**src/rtl/ps2_letter_decoder.sv**
```systemverilog
// ps2_letter_decoder
// Front end for the typing-game word checker. Receives raw PS/2 keyboard
// frames, decodes scan-code set 2 letter-key releases into a 5-bit letter
// code (A=1 .. Z=26) and emits a one-cycle key-release strobe.
// Optional feature: define PS2_PARITY_CHECK_EN to enforce odd parity.
// When it is left undefined, the parity bit is captured but ignored.

module ps2_letter_decoder #(
    parameter int TIMEOUT_CYCLES = 100000
) (
    input  logic       clk,
    input  logic       rst,
    input  logic       ps2_clk,
    input  logic       ps2_data,
    output logic [4:0] kstrk,
    output logic       kr,
    output logic       perr
);

    typedef enum logic [1:0] {
        F_IDLE,
        F_DATA,
        F_PARITY,
        F_STOP
    } frameState_t;

    typedef enum logic [1:0] {
        B_NORM,
        B_BRK,
        B_EXT,
        B_EXTBRK
    } byteState_t;

    localparam logic [16:0] TIMEOUT_LIMIT = 17'(TIMEOUT_CYCLES);
    localparam logic [7:0]  CODE_BREAK    = 8'hF0;
    localparam logic [7:0]  CODE_EXTEND   = 8'hE0;

    // Synchronizer and edge-detect registers
    logic        clkSync1_q, clkSync2_q, clkPrev_q;
    logic        dataSync1_q, dataSync2_q;
    logic        fallEdge;

    // Frame receiver state and datapath
    frameState_t frameState_q, frameState_d;
    logic [7:0]  shift_q;
    logic [2:0]  bitCnt_q;
    logic        parityBit_q;
    logic [16:0] timeoutCnt_q;

    // Frame receiver control strobes
    logic        timeoutHit;
    logic        startEn;
    logic        shiftEn;
    logic        parityEn;
    logic        stopEval;
    logic        parityOdd;
    logic        parityOk;
    logic        frameGood;
    logic        frameBad;

    // Validated byte handed from the frame receiver to the byte decoder
    logic        byteValid_q;
    logic [7:0]  byte_q;

    // Byte decoder state and outputs
    byteState_t  byteState_q, byteState_d;
    logic [4:0]  letter;
    logic        strobe;
    logic [4:0]  kstrk_q;
    logic        kr_q;
    logic        perr_q;

    // Maps a set 2 scan code to its letter number, or 0 for any non-letter key.
    function automatic logic [4:0] letterOf(input logic [7:0] code);
        logic [4:0] l;
        l = 5'd0;
        case (code)
            8'h1C: l = 5'd1;
            8'h32: l = 5'd2;
            8'h21: l = 5'd3;
            8'h23: l = 5'd4;
            8'h24: l = 5'd5;
            8'h2B: l = 5'd6;
            8'h34: l = 5'd7;
            8'h33: l = 5'd8;
            8'h43: l = 5'd9;
            8'h3B: l = 5'd10;
            8'h42: l = 5'd11;
            8'h4B: l = 5'd12;
            8'h3A: l = 5'd13;
            8'h31: l = 5'd14;
            8'h44: l = 5'd15;
            8'h4D: l = 5'd16;
            8'h15: l = 5'd17;
            8'h2D: l = 5'd18;
            8'h1B: l = 5'd19;
            8'h2C: l = 5'd20;
            8'h3C: l = 5'd21;
            8'h2A: l = 5'd22;
            8'h1D: l = 5'd23;
            8'h22: l = 5'd24;
            8'h35: l = 5'd25;
            8'h1A: l = 5'd26;
            default: l = 5'd0;
        endcase
        return l;
    endfunction

    // Bring both PS/2 pins into the clk domain; idle-high reset avoids a false edge.
    always_ff @(posedge clk) begin
        if (rst) begin
            clkSync1_q  <= 1'b1;
            clkSync2_q  <= 1'b1;
            clkPrev_q   <= 1'b1;
            dataSync1_q <= 1'b1;
            dataSync2_q <= 1'b1;
        end else begin
            clkSync1_q  <= ps2_clk;
            clkSync2_q  <= clkSync1_q;
            clkPrev_q   <= clkSync2_q;
            dataSync1_q <= ps2_data;
            dataSync2_q <= dataSync1_q;
        end
    end

    assign fallEdge = clkPrev_q & ~clkSync2_q;

    // Frame FSM state register.
    always_ff @(posedge clk) begin
        if (rst) begin
            frameState_q <= F_IDLE;
        end else begin
            frameState_q <= frameState_d;
        end
    end

    // Frame FSM next state: a timeout wins over a coincident edge and aborts the frame.
    always_comb begin
        frameState_d = frameState_q;
        if (timeoutHit) begin
            frameState_d = F_IDLE;
        end else if (fallEdge) begin
            case (frameState_q)
                F_IDLE:   if (!dataSync2_q) frameState_d = F_DATA;
                F_DATA:   if (bitCnt_q == 3'd7) frameState_d = F_PARITY;
                F_PARITY: frameState_d = F_STOP;
                F_STOP:   frameState_d = F_IDLE;
                default:  frameState_d = F_IDLE;
            endcase
        end
    end

    // Frame FSM outputs: per-edge datapath enables and the good/bad frame verdicts.
    always_comb begin
        timeoutHit = (frameState_q != F_IDLE) && (timeoutCnt_q == TIMEOUT_LIMIT);
        startEn    = fallEdge && !timeoutHit && (frameState_q == F_IDLE) && !dataSync2_q;
        shiftEn    = fallEdge && !timeoutHit && (frameState_q == F_DATA);
        parityEn   = fallEdge && !timeoutHit && (frameState_q == F_PARITY);
        stopEval   = fallEdge && !timeoutHit && (frameState_q == F_STOP);
        frameGood  = stopEval && dataSync2_q && parityOk;
        frameBad   = (stopEval && !(dataSync2_q && parityOk)) || timeoutHit;
    end

    // Odd parity over data plus parity bit; only enforced when the option is built in.
    assign parityOdd = ^{shift_q, parityBit_q};
`ifdef PS2_PARITY_CHECK_EN
    assign parityOk = parityOdd;
`else
    assign parityOk = parityOdd | 1'b1;
`endif

    // Shift register, bit counter and parity capture for the frame being received.
    always_ff @(posedge clk) begin
        if (rst) begin
            shift_q     <= 8'h00;
            bitCnt_q    <= 3'd0;
            parityBit_q <= 1'b0;
        end else begin
            if (startEn || timeoutHit) begin
                bitCnt_q <= 3'd0;
            end else if (shiftEn) begin
                shift_q  <= {dataSync2_q, shift_q[7:1]};
                bitCnt_q <= bitCnt_q + 3'd1;
            end
            if (parityEn) begin
                parityBit_q <= dataSync2_q;
            end
        end
    end

    // Watchdog on partial frames: counts idle cycles between edges while a frame is open.
    always_ff @(posedge clk) begin
        if (rst) begin
            timeoutCnt_q <= 17'd0;
        end else if ((frameState_q == F_IDLE) || fallEdge || timeoutHit) begin
            timeoutCnt_q <= 17'd0;
        end else begin
            timeoutCnt_q <= timeoutCnt_q + 17'd1;
        end
    end

    // Hand a completed byte to the decoder and flag rejected frames for one cycle.
    always_ff @(posedge clk) begin
        if (rst) begin
            byteValid_q <= 1'b0;
            byte_q      <= 8'h00;
            perr_q      <= 1'b0;
        end else begin
            byteValid_q <= frameGood;
            perr_q      <= frameBad;
            if (frameGood) begin
                byte_q <= shift_q;
            end
        end
    end

    // Byte FSM state register.
    always_ff @(posedge clk) begin
        if (rst) begin
            byteState_q <= B_NORM;
        end else begin
            byteState_q <= byteState_d;
        end
    end

    // Byte FSM next state: tracks F0 / E0 prefixes across consecutive bytes.
    always_comb begin
        byteState_d = byteState_q;
        if (byteValid_q) begin
            case (byteState_q)
                B_NORM: begin
                    if (byte_q == CODE_BREAK) begin
                        byteState_d = B_BRK;
                    end else if (byte_q == CODE_EXTEND) begin
                        byteState_d = B_EXT;
                    end else begin
                        byteState_d = B_NORM;
                    end
                end
                B_BRK:    byteState_d = B_NORM;
                B_EXT:    byteState_d = (byte_q == CODE_BREAK) ? B_EXTBRK : B_NORM;
                B_EXTBRK: byteState_d = B_NORM;
                default:  byteState_d = B_NORM;
            endcase
        end
    end

    // Byte FSM outputs: only a letter code directly after a plain F0 is a release.
    always_comb begin
        letter = letterOf(byte_q);
        strobe = byteValid_q && (byteState_q == B_BRK) && (letter != 5'd0);
    end

    // Register the release strobe and hold the last released letter between strobes.
    always_ff @(posedge clk) begin
        if (rst) begin
            kstrk_q <= 5'd0;
            kr_q    <= 1'b0;
        end else begin
            kr_q <= strobe;
            if (strobe) begin
                kstrk_q <= letter;
            end
        end
    end

    assign kstrk = kstrk_q;
    assign kr    = kr_q;
    assign perr  = perr_q;

endmodule

```
**config.mk**
```make
export PLATFORM = sky130hd
export DESIGN_NAME = ps2_letter_decoder
export DESIGN_NICKNAME = d
export VERILOG_FILES = /design/src/rtl/ps2_letter_decoder.sv
export SDC_FILE = /design/constraint.sdc
export NUM_CORES = 1
export LEC_CHECK = 0
export ABC_AREA = 1
export BUFFER_PORTS_ARGS = -buffer_cell sky130_fd_sc_hd__buf_4
export CAP_MARGIN = 20
export CORE_ASPECT_RATIO = 1.5
export CORE_MARGIN = 5
export CORE_UTILIZATION = 61
export CTS_CLUSTER_SIZE = 14
export DETAILED_ROUTE_END_ITERATION = 10
export HOLD_SLACK_MARGIN = 0.02
export PLACE_DENSITY = 0.89
export SYNTH_ARGS = -nofsm -noshare
export SYNTH_HDL_FRONTEND = slang
export SYNTH_SLANG_ARGS = --single-unit
export TNS_END_PERCENT = 1
```
**constraint.sdc**
```tcl
create_clock -name clk -period 3.7 [get_ports clk]
set_input_delay 0 -clock clk [delete_from_list [all_inputs] [get_ports clk]]
set_output_delay 0 -clock clk [all_outputs]
set_load 0.1 [all_outputs]
```
; Word level (Yosys, flattened, before mapping)
; Memory sizes are Yosys's and may differ from the RTL's. A register that Yosys moved wholly into a read port is not among the register bits.
; Cells that the tools add are included.
[classes]
n_mux = 10
n_bitwise = 3
n_reduce_logical = 26
add_sub_neg = 2
eq_ne = 12
[ops]
columns = op, n
row1 = "adder 17 x 1 -> 17 bit, second input constant", 1
row2 = "equality test 17 bit, second input constant", 1
row3 = "equality test 8 bit, second input constant", 2
row4 = 2-to-1 mux 7 bit, 2
row5 = logical AND 1 bit, 10
row6 = 2-to-1 mux 2 bit, 5
row7 = "equality test 2 bit, second input constant", 4
row8 = case mux 2 bit (4 select lines), 1
row9 = OR reduction 2 bit, 4
row10 = case mux 2 bit (3 select lines), 1
row11 = 2-to-1 mux 5 bit, 1
row12 = nonzero test 5 bit, 1
row13 = "equality test 2 x 1 -> 1 bit, second input constant", 2
row14 = zero test 2 bit, 2
row15 = logical OR 1 bit, 4
row16 = "inequality test 2 bit, second input constant", 2
row17 = "adder 3 x 1 -> 3 bit, second input constant", 1
row18 = "equality test 3 bit, second input constant", 1
row19 = AND reduction 3 bit, 1
row20 = zero test 1 bit, 2
row21 = NOT 1 bit, 2
row22 = AND reduction 2 bit, 1
row23 = nonzero test 2 bit, 1
row24 = AND 1 bit, 1
[totals]
regBits = 53
in_bits = 4
word_cells = 69
romBits = 640
out_inout_bits = 7
mem_count = 1
[memory_table]
columns = name, words, word_bits, read_ports, rd_clocked_by_memory_dff, write_ports, line
row1 = (name not given), 128, 5, 1, 1, 0, 77  ; case (code)

; Longest topological paths before layout
; Gate-level depths: netlist of run 1.
[logic_depth]
word_depth = 9
ltp_mapped = 22

; Worst setup path before layout of run 1
; Ideal clock, no wire load.
[synth_path]
kind = flip-flop to flip-flop
startpoint = register frameState_q[0]
endpoint = register with a tool-made name
required_time_ns = 3.588
path_buffers = 1
t_arrival_ns = 2.564
path_slack_ns = 1.024
synth_period_minus_slack_ns = 2.676
path_stages_with_launch = 21
path_cell_list = dfxtp_1 inv_1 ha_1 inv_1 nand3_1 nor2_1 nand2_4 nand4_4 buf_6 nor2_1 nor2_1 inv_1 ha_1 nand4_1 nand2_1 nand2_1 nand3_1 nand3_1 nand2_1 nand2_1 nand2_1
[synth_rtl]
columns = item, line
row1 = start: declaration, 44  ; frameState_t frameState_q, frameState_d;
row2 = start signal: assignment, 133  ; frameState_q <= frameState_d;

==> flow_summary.ini, run 1 <==
[outcome]
status = complete, no violations

[clock_tree]
cts_hold_buf = 5
post-cts-setup-buffer-count = 0
clk_latency_ps = 340
htreeDepth = 3
cts_resized = 0
root_buffer = clkbuf_8
path_clk_slew_ps = 60
cts.sinks = 58
cts_tree = done
cts_buffers = 9
cts_max_path_buffers = 2

[critical_path]
critPathBufInv = 3
cp_top_family = simple AND/OR/NAND/NOR gates
critical_path_class = register to register
arrival_ps = 3290
max_stage_delay_ps = 380
cp_common_cell = nand2_1
crit_required_ps = 3940
cp_max_fo = 16
crit_slowest_cell = dfxtp_1
crit_path_start_kind = register
crit_chain = inv_1, ha_1, inv_1, nand3_1, nor2_1, nand2_4, nand4_4, nor2_1, nor2_1, inv_1, ha_1, nand4_1, nand2_1, nand2_1, nand3_1, nand3_1, nand2_1, nand2_1, nand2_1
crit_path_end_kind = register

[timing]
max_slew_margin_pct = 56.6
rsz0062_at_grt = false
skew_ps = 5.50
slew_violations = 0
fin_crit_sh_pct = 82.6
setup_tns_ps = 0
layout_setup_ws_ps = 643
hold_viol_final = 0
setup_viol = 0
fmax_mhz = 327
fin_crit_ps = 3060
worst_pin_slew_ps = 650

[die]
core-area_um2 = 4810
dieArea_um2 = 6430
fp-row-count = 31
die_h_um = 95.8
initial_core_util_pct = 62.2
ios = 11
die_w_um = 67.2

[synth]
synth.top_cell.area_share_pct = 38.8
synth.avg_cell_area_um2 = 7.22
ys_seq_elements = 58
synth_cell_types = 31
yosysSeqAreaShare_pct = 38.8
ys_async_sr_fraction_pct = 0
synthCells = 414
syn_nets = 434
synth_edf_count = 0
synth_area_leaders = dfxtp_1 (39%), nand2_1 (13%), inv_1 (6.8%)
netlist_top_cells_count = nand2_1 (102), dfxtp_1 (58), inv_1 (54), nor2_1 (41), a21oi_1 (31)
synth_area_um2 = 2990
yosysMostFrequentCell = nand2_1
yosys_warnings = 0
ys.flop_type = dfxtp_1
synth_top_area_cell = dfxtp_1

[grt]
grt_pass1_wl_mm = 10.6
grt_pass1_vias = 2530
antenna_found_initial = 0
grt-ovfl-total = 0
grt_usage_pct = 21.7
grt_max_degree = 20

[place]
place_congestion = 0.962
place_ws_ps = 708
hpwl_mm = 4.37
place_area_um2 = 3110
port_buffers = 10

[power]
p_int_uw = 1030
power.density_nw_per_um2 = 381
pwr-share-clk_pct = 49.4
leakagePower_uw = 0.00148
pwr-share-comb_pct = 1.9
pwr-share-seq_pct = 48.8
power.switching_uw = 260
ir_worst_vdd_uv = 272
switching_share_pct = 20.1

[finish]
fin_area_um2 = 3380
drive_gt1_share_pct = 14.6
area_delta_synth_final_pct = 13.1
layout.nets = 454
diodes = 0

[detailed_routing]
dr_total_vias = 2615
drt_pass1_iterations = 4
dr.first_iter.drc_count = 167
drtAntennaViolNets = 0
routedWlPerCell_um = 12.1
drc = 0
vias_per_cell = 5.18
drt_wl_total_mm = 6.10

[min_path]
min_path_type = register to register

[flow_run]
cap_violations = 0
==> sequential cells by signal, indices dropped and copies added (netlist names), 2 cells and up, named ones only <==
name          count
byteState_q       2
byte_q            8
bitCnt_q          3
kstrk             5
timeoutCnt_q     17
frameState_q      2
shift_q           8
==> path summary, 6_finish.rpt <==
path	slack, ps	start	cells past startpoint	endpoint
worst min register to register	410	dataSync1_q$_SDFF_PP1_	1	dataSync2_q$_SDFF_PP1_
worst max-delay path	640	frameState_q[0]$_SDFFE_PP0P_	19	register
worst min-delay path	410	dataSync1_q$_SDFF_PP1_	1	dataSync2_q$_SDFF_PP1_
worst max register to register	640	frameState_q[0]$_SDFFE_PP0P_	19	register
==> area by class of cell <==
class	instances	area (um^2)
Clock buffer	10	138
Clock inverter	6	80.1
Fill cell	388	1430
Inverter	57	216
Multi-Input combinational cell	292	1570
Sequential cell	58	1160
Tap cell	66	82.6
Timing Repair Buffer	16	133
==> cells in the final DEF (no fill, tap or decap), types with 2 or more instances in the layout <==
cell type / instances
nor3_1: 7
dlygate4sd3_1: 5
nand4_1: 6
nor3b_1: 3
bufinv_16: 2
clkbuf_8: 10
nor2_2: 5
o21ai_0: 10
nand2_2: 7
buf_4: 11
nand3_1: 27
inv_2: 2
nor2_4: 5
o21ai_1: 5
clkinv_2: 4
nand2_4: 2
xor2_1: 4
inv_1: 54
nand3_2: 4
a21oi_1: 31
or2_2: 7
nor2_1: 41
ha_1: 16
nand2_1: 102
dfxtp_1: 58
nor3_2: 2
and3_1: 2
==> metal layers <==
layer | vias to the layer above | global-route usage [%] | share of wire (%)
met1 | 1179 | 21.3 | 38
met4 | 0 | 11.2 | 3.6
li1 | 1348 | - | -
met3 | 24 | 5.26 | 3.2
met2 | 64 | 40.8 | 55
met5 | - | 0 | 0
==> power by group through the flow <==
| stage | clock network, uW | logic, uW | registers, uW |
|---|---|---|---|
| floorplan | 0 | 12.4 | 642 |
| global placement | 0 | 18.7 | 642 |
| detailed placement | 0 | 19.3 | 642 |
| CTS | 646 | 23.5 | 628 |
| global route | 672 | 27.0 | 629 |
| finish | 636 | 24.1 | 629 |
==> cells by family after synthesis <==
logic type / after synthesis / synth area share (%)
buffers and inverters: 64 / 8.62
and+or+nand+nor: 224 / 36.5
adders and majority gates: 16 / 6.69
AOI/OAI and AO/OA: 48 / 8.16
xor gates and xnor gates: 4 / 1.17
DFF: 58 / 38.8
==> metrics by stage <==
| step | util [%] | instances | total power, uW | hold slack, ps |
|---|---|---|---|---|
| finish | 70.3 | 505 | 1290 | 414 |
| global route | 70.3 | 505 | 1330 | 444 |
| CTS | 70.3 | 505 | 1300 | 411 |
| detailed placement | 64.8 | 484 | 662 | 187 |
| global placement | 64.8 | 484 | 661 | 185 |
| floorplan | - | 414 | 654 | 104 |
No activity file was read; power rests on OpenSTA's default activity.
==> inputs of run 2 (changes only) <==
==> constraint.sdc (replaced) <==
create_clock -name clk -period 2.95 [get_ports clk]
set_input_delay 0 -clock clk [delete_from_list [all_inputs] [get_ports clk]]
set_output_delay 0 -clock clk [all_outputs]
set_load 0.1 [all_outputs]
==> flow_summary.ini, run 2 (synthesis gave the netlist of run 1 again) <==
[detailed_routing]
dr.first_iter.drc_count = 169
drt_wl_total_mm = 5.94
routedWlPerCell_um = 11.7
drtAntennaViolNets = 0
drc = 0
drt_pass1_iterations = 5
dr_total_vias = 2628
vias_per_cell = 5.16

[clock_tree]
cts_buffers = 9
cts_tree = done
htreeDepth = 3
clk_latency_ps = 340
root_buffer = clkbuf_8
cts.sinks = 58
cts_max_path_buffers = 2
path_clk_slew_ps = 60

[timing]
setup_viol = 0
fmax_mhz = 380
slew_violations = 0
skew_ps = 9.09
fin_crit_sh_pct = 89.2
hold_viol_final = 0
layout_setup_ws_ps = 320
worst_pin_slew_ps = 658
fin_crit_ps = 2630
max_slew_margin_pct = 56.0
setup_tns_ps = 0

[min_path]
min_from = clkSync1_q$_SDFF_PP1_
hold_end = clkSync2_q$_SDFF_PP1_
hold_depth = 1
min_path_type = register to register

[critical_path]
crit_required_ps = 3230
crit_path_end_kind = register
ff2ff_setup_slack_ps = 320
critical_path_class = register to register
rr_worst_depth = 19
arrival_ps = 2910
cp_max_fo = 8
timing.rr.start = frameState_q[0]$_SDFFE_PP0P_
crit_path_start_kind = register

[place]
place_congestion = 0.937
place_ws_ps = 219
hpwl_mm = 4.38
port_buffers = 10

[finish]
seqCellArea_um2 = 1160
multi_input_area_um2 = 1570
area_delta_synth_final_pct = 14.2
top_register = timeoutCnt_q
drive_gt1_share_pct = 15.3
largest_reg_flops = 17
diodes = 0
final_cell_mix = nand2_1 (102), dfxtp_1 (58), inv_1 (54)
layout.nets = 458
fill_cells = 405
largestRegisters = timeoutCnt_q (17), byte_q (8), shift_q (8)
final_common_cell = nand2_1

[die]
core-area_um2 = 4810
initial_core_util_pct = 62.2
fp-row-count = 31
dieArea_um2 = 6430
die_h_um = 95.8
die_w_um = 67.2
ios = 11

[power]
ir_worst_vdd_uv = 332
leakagePower_uw = 0.00149
power.density_nw_per_um2 = 472

[grt]
grt_pass1_wl_mm = 10.4
grt-ovfl-total = 0
antenna_found_initial = 0
grt_usage_pct = 21.3
grt_max_degree = 18
grt_pass1_vias = 2655

[outcome]
status = complete, no violations

[flow_run]
cap_violations = 0
## run 2: changes by cell type in the layout (fill, tap and decap cells not counted), sizes merged
cell,delta
clkinv,-2
buf,+4
clkbuf,+1
clkinvlp,+1
## run 2: metal layers
metal  vias up  share of wire (%)  wire [um]  GRT usage [%]
met1      1192                 39       2320           19.4
met2        55                 53       3170           39.2
met5         -                  0          0              0
li1       1360                  -          -              -
met4         0                4.0        240           14.4
met3        21                3.6        211           6.54
## run 2: area by class of cell
class                      count  share of cell area [%]
multi-input combinational    292                    46.1
sequential                    58                    34.0
inverter                      57                    6.34
timing repair buffer          20                    4.76
clock buffer                  11                    4.14
tap                           66                    2.42
clock inverter                 5                    2.27
## run 2: worst max-delay path by stage
| stage | from | end | slack, ps | cells after the start |
|---|---|---|---|---|
| after floorplan | frameState_q[0]$_SDFFE_PP0P_ | register | 270 | 20 |
| after global placement | frameState_q[0]$_SDFFE_PP0P_ | register | 410 | 19 |
| after detailed placement | frameState_q[0]$_SDFFE_PP0P_ | register | 220 | 20 |
| after CTS | frameState_q[0]$_SDFFE_PP0P_ | register | 200 | 20 |
| after global routing | frameState_q[0]$_SDFFE_PP0P_ | register | -4 | 20 |
| final | frameState_q[0]$_SDFFE_PP0P_ | register | 320 | 19 |
## run 2: timing repair
| action | CTS | global route |
|---|---|---|
| hold buffers | 5 | 0 |
| setup endpoints to repair | 0 | 4 |
| resized for setup | 0 | 1 |
| buffers inserted | 0 | 3 |
| hold endpoints to repair | 14 | 0 |
## run 2: through the flow
| step | instances | area (um^2) | util, % | total power, uW | hold WS, ps |
|---|---|---|---|---|---|
| 2_1_floorplan | 414 | 2990 | - | 821 | 104 |
| 4_1_cts | 506 | 3390 | 70.5 | 1620 | 410 |
| 6_report | 509 | 3420 | 71.0 | 1610 | 409 |
| 3_5_place_dp | 485 | 3120 | 64.9 | 830 | 196 |
| 5_1_grt | 509 | 3420 | 71.0 | 1670 | 429 |
| 3_3_place_gp | 485 | 3120 | 64.9 | 829 | 184 |
## run 2: report_power, final
group	switching, uW	leakage [uW]	internal, uW	total (uW)
sequential	2.07	0.000468	787	789
clock	300	0.000109	495	796
combinational	16.9	0.000913	12.2	29.1
## run 2: critical path: stages (launching register included)
cell     delay [ps]
dfxtp_1         380
inv_1           100
ha_1            220
inv_1            90
nand3_1          80
nor2_2          180
nand2_4          90
nand4_4         110
buf_4           140
nand2_4          50
nand3_2         130
ha_1            170
nand4_1         250
nand2_1         170
nand2_1          80
nand3_1          90
nand3_1          70
nand2_1          70
nand2_1          50
nand2_1          60
==> inputs of run 3 (changes only) <==
--- a/config.mk
+++ b/config.mk
@@ -6,15 +6,16 @@
 export NUM_CORES = 1
 export LEC_CHECK = 0
 export ABC_AREA = 1
-export BUFFER_PORTS_ARGS = -buffer_cell sky130_fd_sc_hd__buf_4
 export CAP_MARGIN = 20
 export CORE_ASPECT_RATIO = 1.5
 export CORE_MARGIN = 5
-export CORE_UTILIZATION = 61
+export CORE_UTILIZATION = 63
 export CTS_CLUSTER_SIZE = 14
 export DETAILED_ROUTE_END_ITERATION = 10
+export DONT_BUFFER_PORTS = 1
 export HOLD_SLACK_MARGIN = 0.02
 export PLACE_DENSITY = 0.89
+export SETUP_SLACK_MARGIN = 0.1
 export SYNTH_ARGS = -nofsm -noshare
 export SYNTH_HDL_FRONTEND = slang
 export SYNTH_SLANG_ARGS = --single-unit
==> constraint.sdc (replaced) <==
create_clock -name clk -period 2.95 [get_ports clk]
set_input_delay 0.59 -clock clk [delete_from_list [all_inputs] [get_ports clk]]
set_output_delay 0.59 -clock clk [all_outputs]
set_load 0.1 [all_outputs]
==> flow_summary.ini, run 3 (synthesis gave the netlist of run 1 again) <==
[outcome]
status = complete, no violations

[critical_path]
crit_path_end_kind = register
crit_path_start_kind = register
max_stage_delay_ps = 370
cp.depth = 19
ff2ff_setup_slack_ps = 330
cp_common_cell = nand2_1
crit_slowest_cell = dfxtp_1
crit_chain = inv_1, ha_1, inv_1, nand3_1, nor2_4, nand2_4, nand4_4, nor2_1, nor2_1, inv_1, ha_1, nand4_1, nand2_1, nand2_1, nand3_1, nand3_1, nand2_1, nand2_1, nand2_1
crit_required_ps = 3190
arrival_ps = 2860
critPathBufInv = 3
timing.rr.start = frameState_q[0]$_SDFFE_PP0P_
cp_top_family = simple AND/OR/NAND/NOR gates
cp-startpoint = frameState_q[0]$_SDFFE_PP0P_
cp_max_fo = 7
critical_path_class = register to register
rr_worst_depth = 19

[detailed_routing]
drt_pass1_iterations = 4
dr.max_layer_used = met4
drtAntennaViolNets = 0
routed-wl-met2_mm = 3.33
routedWlPerCell_um = 12.3
vias_per_cell = 5.27
drt_wl_total_mm = 6.04
drc = 0
dr_total_vias = 2588
dr.first_iter.drc_count = 126
dr_wl_met3_um = 207
wl_met1_mm = 2.21

[finish]
fin_area_um2 = 3290
drive_gt1_share_pct = 13.8
final_core_util_pct = 71.9
largestRegisters = timeoutCnt_q (17), byte_q (8), shift_q (8)
area_delta_synth_final_pct = 10.1
diodes = 0
largest_reg_flops = 17
layout.nets = 443
top_register = timeoutCnt_q
final_cell_mix = nand2_1 (102), dfxtp_1 (57), inv_1 (54)
final_common_cell = nand2_1

[power]
ir_worst_vdd_uv = 327
leakagePower_uw = 0.00142
finalPower_uw = 1560
power.density_nw_per_um2 = 473

[timing]
fmax_mhz = 382
setup_tns_ps = 0
worst_pin_slew_ps = 968
rsz0062_at_grt = false
fin_crit_ps = 2620
layout_setup_ws_ps = 331
setup_viol = 0
skew_ps = 4.38
hold_viol_final = 0
slew_violations = 0
fin_crit_sh_pct = 88.8
max_slew_margin_pct = 35.3

[flow_run]
cap_violations = 0

[clock_tree]
clk_latency_ps = 340
cts_buffers = 9
cts_tree = done
cts_max_path_buffers = 2
cts.sinks = 58
htreeDepth = 3
path_clk_slew_ps = 60
root_buffer = clkbuf_8

[grt]
grt_pass1_wl_mm = 10.1
grt-ovfl-total = 0
grt_max_degree = 18
grt_usage_pct = 21.3
antenna_found_initial = 0
grt_pass1_vias = 2434

[place]
place_congestion = 0.924
port_buffers = 0
place_ws_ps = 141
place_area_um2 = 3040
hpwl_mm = 4.42

[die]
core-area_um2 = 4580
dieArea_um2 = 6250
fp-row-count = 30
initial_core_util_pct = 65.3
die_h_um = 94.4
die_w_um = 66.3
ios = 11

[min_path]
min_path_type = primary input to register
[run 3: changes by cell type in the layout (fill, tap and decap cells not counted), sizes merged]
cell,delta
bufinv,-1
clkinv,-1
buf,-10
dlygate4sd3,-5
clkinvlp,-1
clkbuf,+2
[run 3: power by group]
group | internal, uW | switching (uW)
Clock | 453 | 296
Sequential | 787 | 2.14
Combinational | 5.41 | 13.3
Total | 1250 | 311
[run 3: repair_timing]
action | CTS | global route
buffers inserted | 0 | 3
setup endpoints to repair | 0 | 4
hold buffers | 0 | 0
gates resized for setup | 0 | 5
[run 3: cell type report]
class                   count  area, um^2
repair buffers              5        37.5
multi-input cells         292        1590
well taps                  64        80.1
clock inverters             2        35.0
flip-flops and latches     58        1160
clock buffers              13         169
fillers                   368        1290
inverters                  57         216
[run 3: per-stage QoR]
stage	hold WS, ps	cells
after detailed placement	402	473
after global routing	293	491
final	309	491
after floorplan	389	414
after global placement	390	473
after CTS	291	488
[run 3: worst min-delay path by stage]
| stage | startpoint | endpoint | cells after the start |
|---|---|---|---|
| global route | rst | kstrk[1]$_SDFFE_PP0P_ | 1 |
| global placement | clkSync1_q$_SDFF_PP1_ | clkSync2_q$_SDFF_PP1_ | 1 |
| CTS | rst | shift_q[4]$_SDFFE_PP0P_ | 1 |
| floorplan | clkSync1_q$_SDFF_PP1_ | clkSync2_q$_SDFF_PP1_ | 1 |
| detailed placement | dataSync1_q$_SDFF_PP1_ | dataSync2_q$_SDFF_PP1_ | 1 |
| finish | rst | shift_q[4]$_SDFFE_PP0P_ | 1 |
[run 3: per-layer routing]
layer | global-route usage [%] | vias to the layer above
met5 | 0 | -
met4 | 15.3 | 0
met3 | 5.71 | 23
met2 | 38.8 | 62
met1 | 19.9 | 1181
li1 | - | 1322
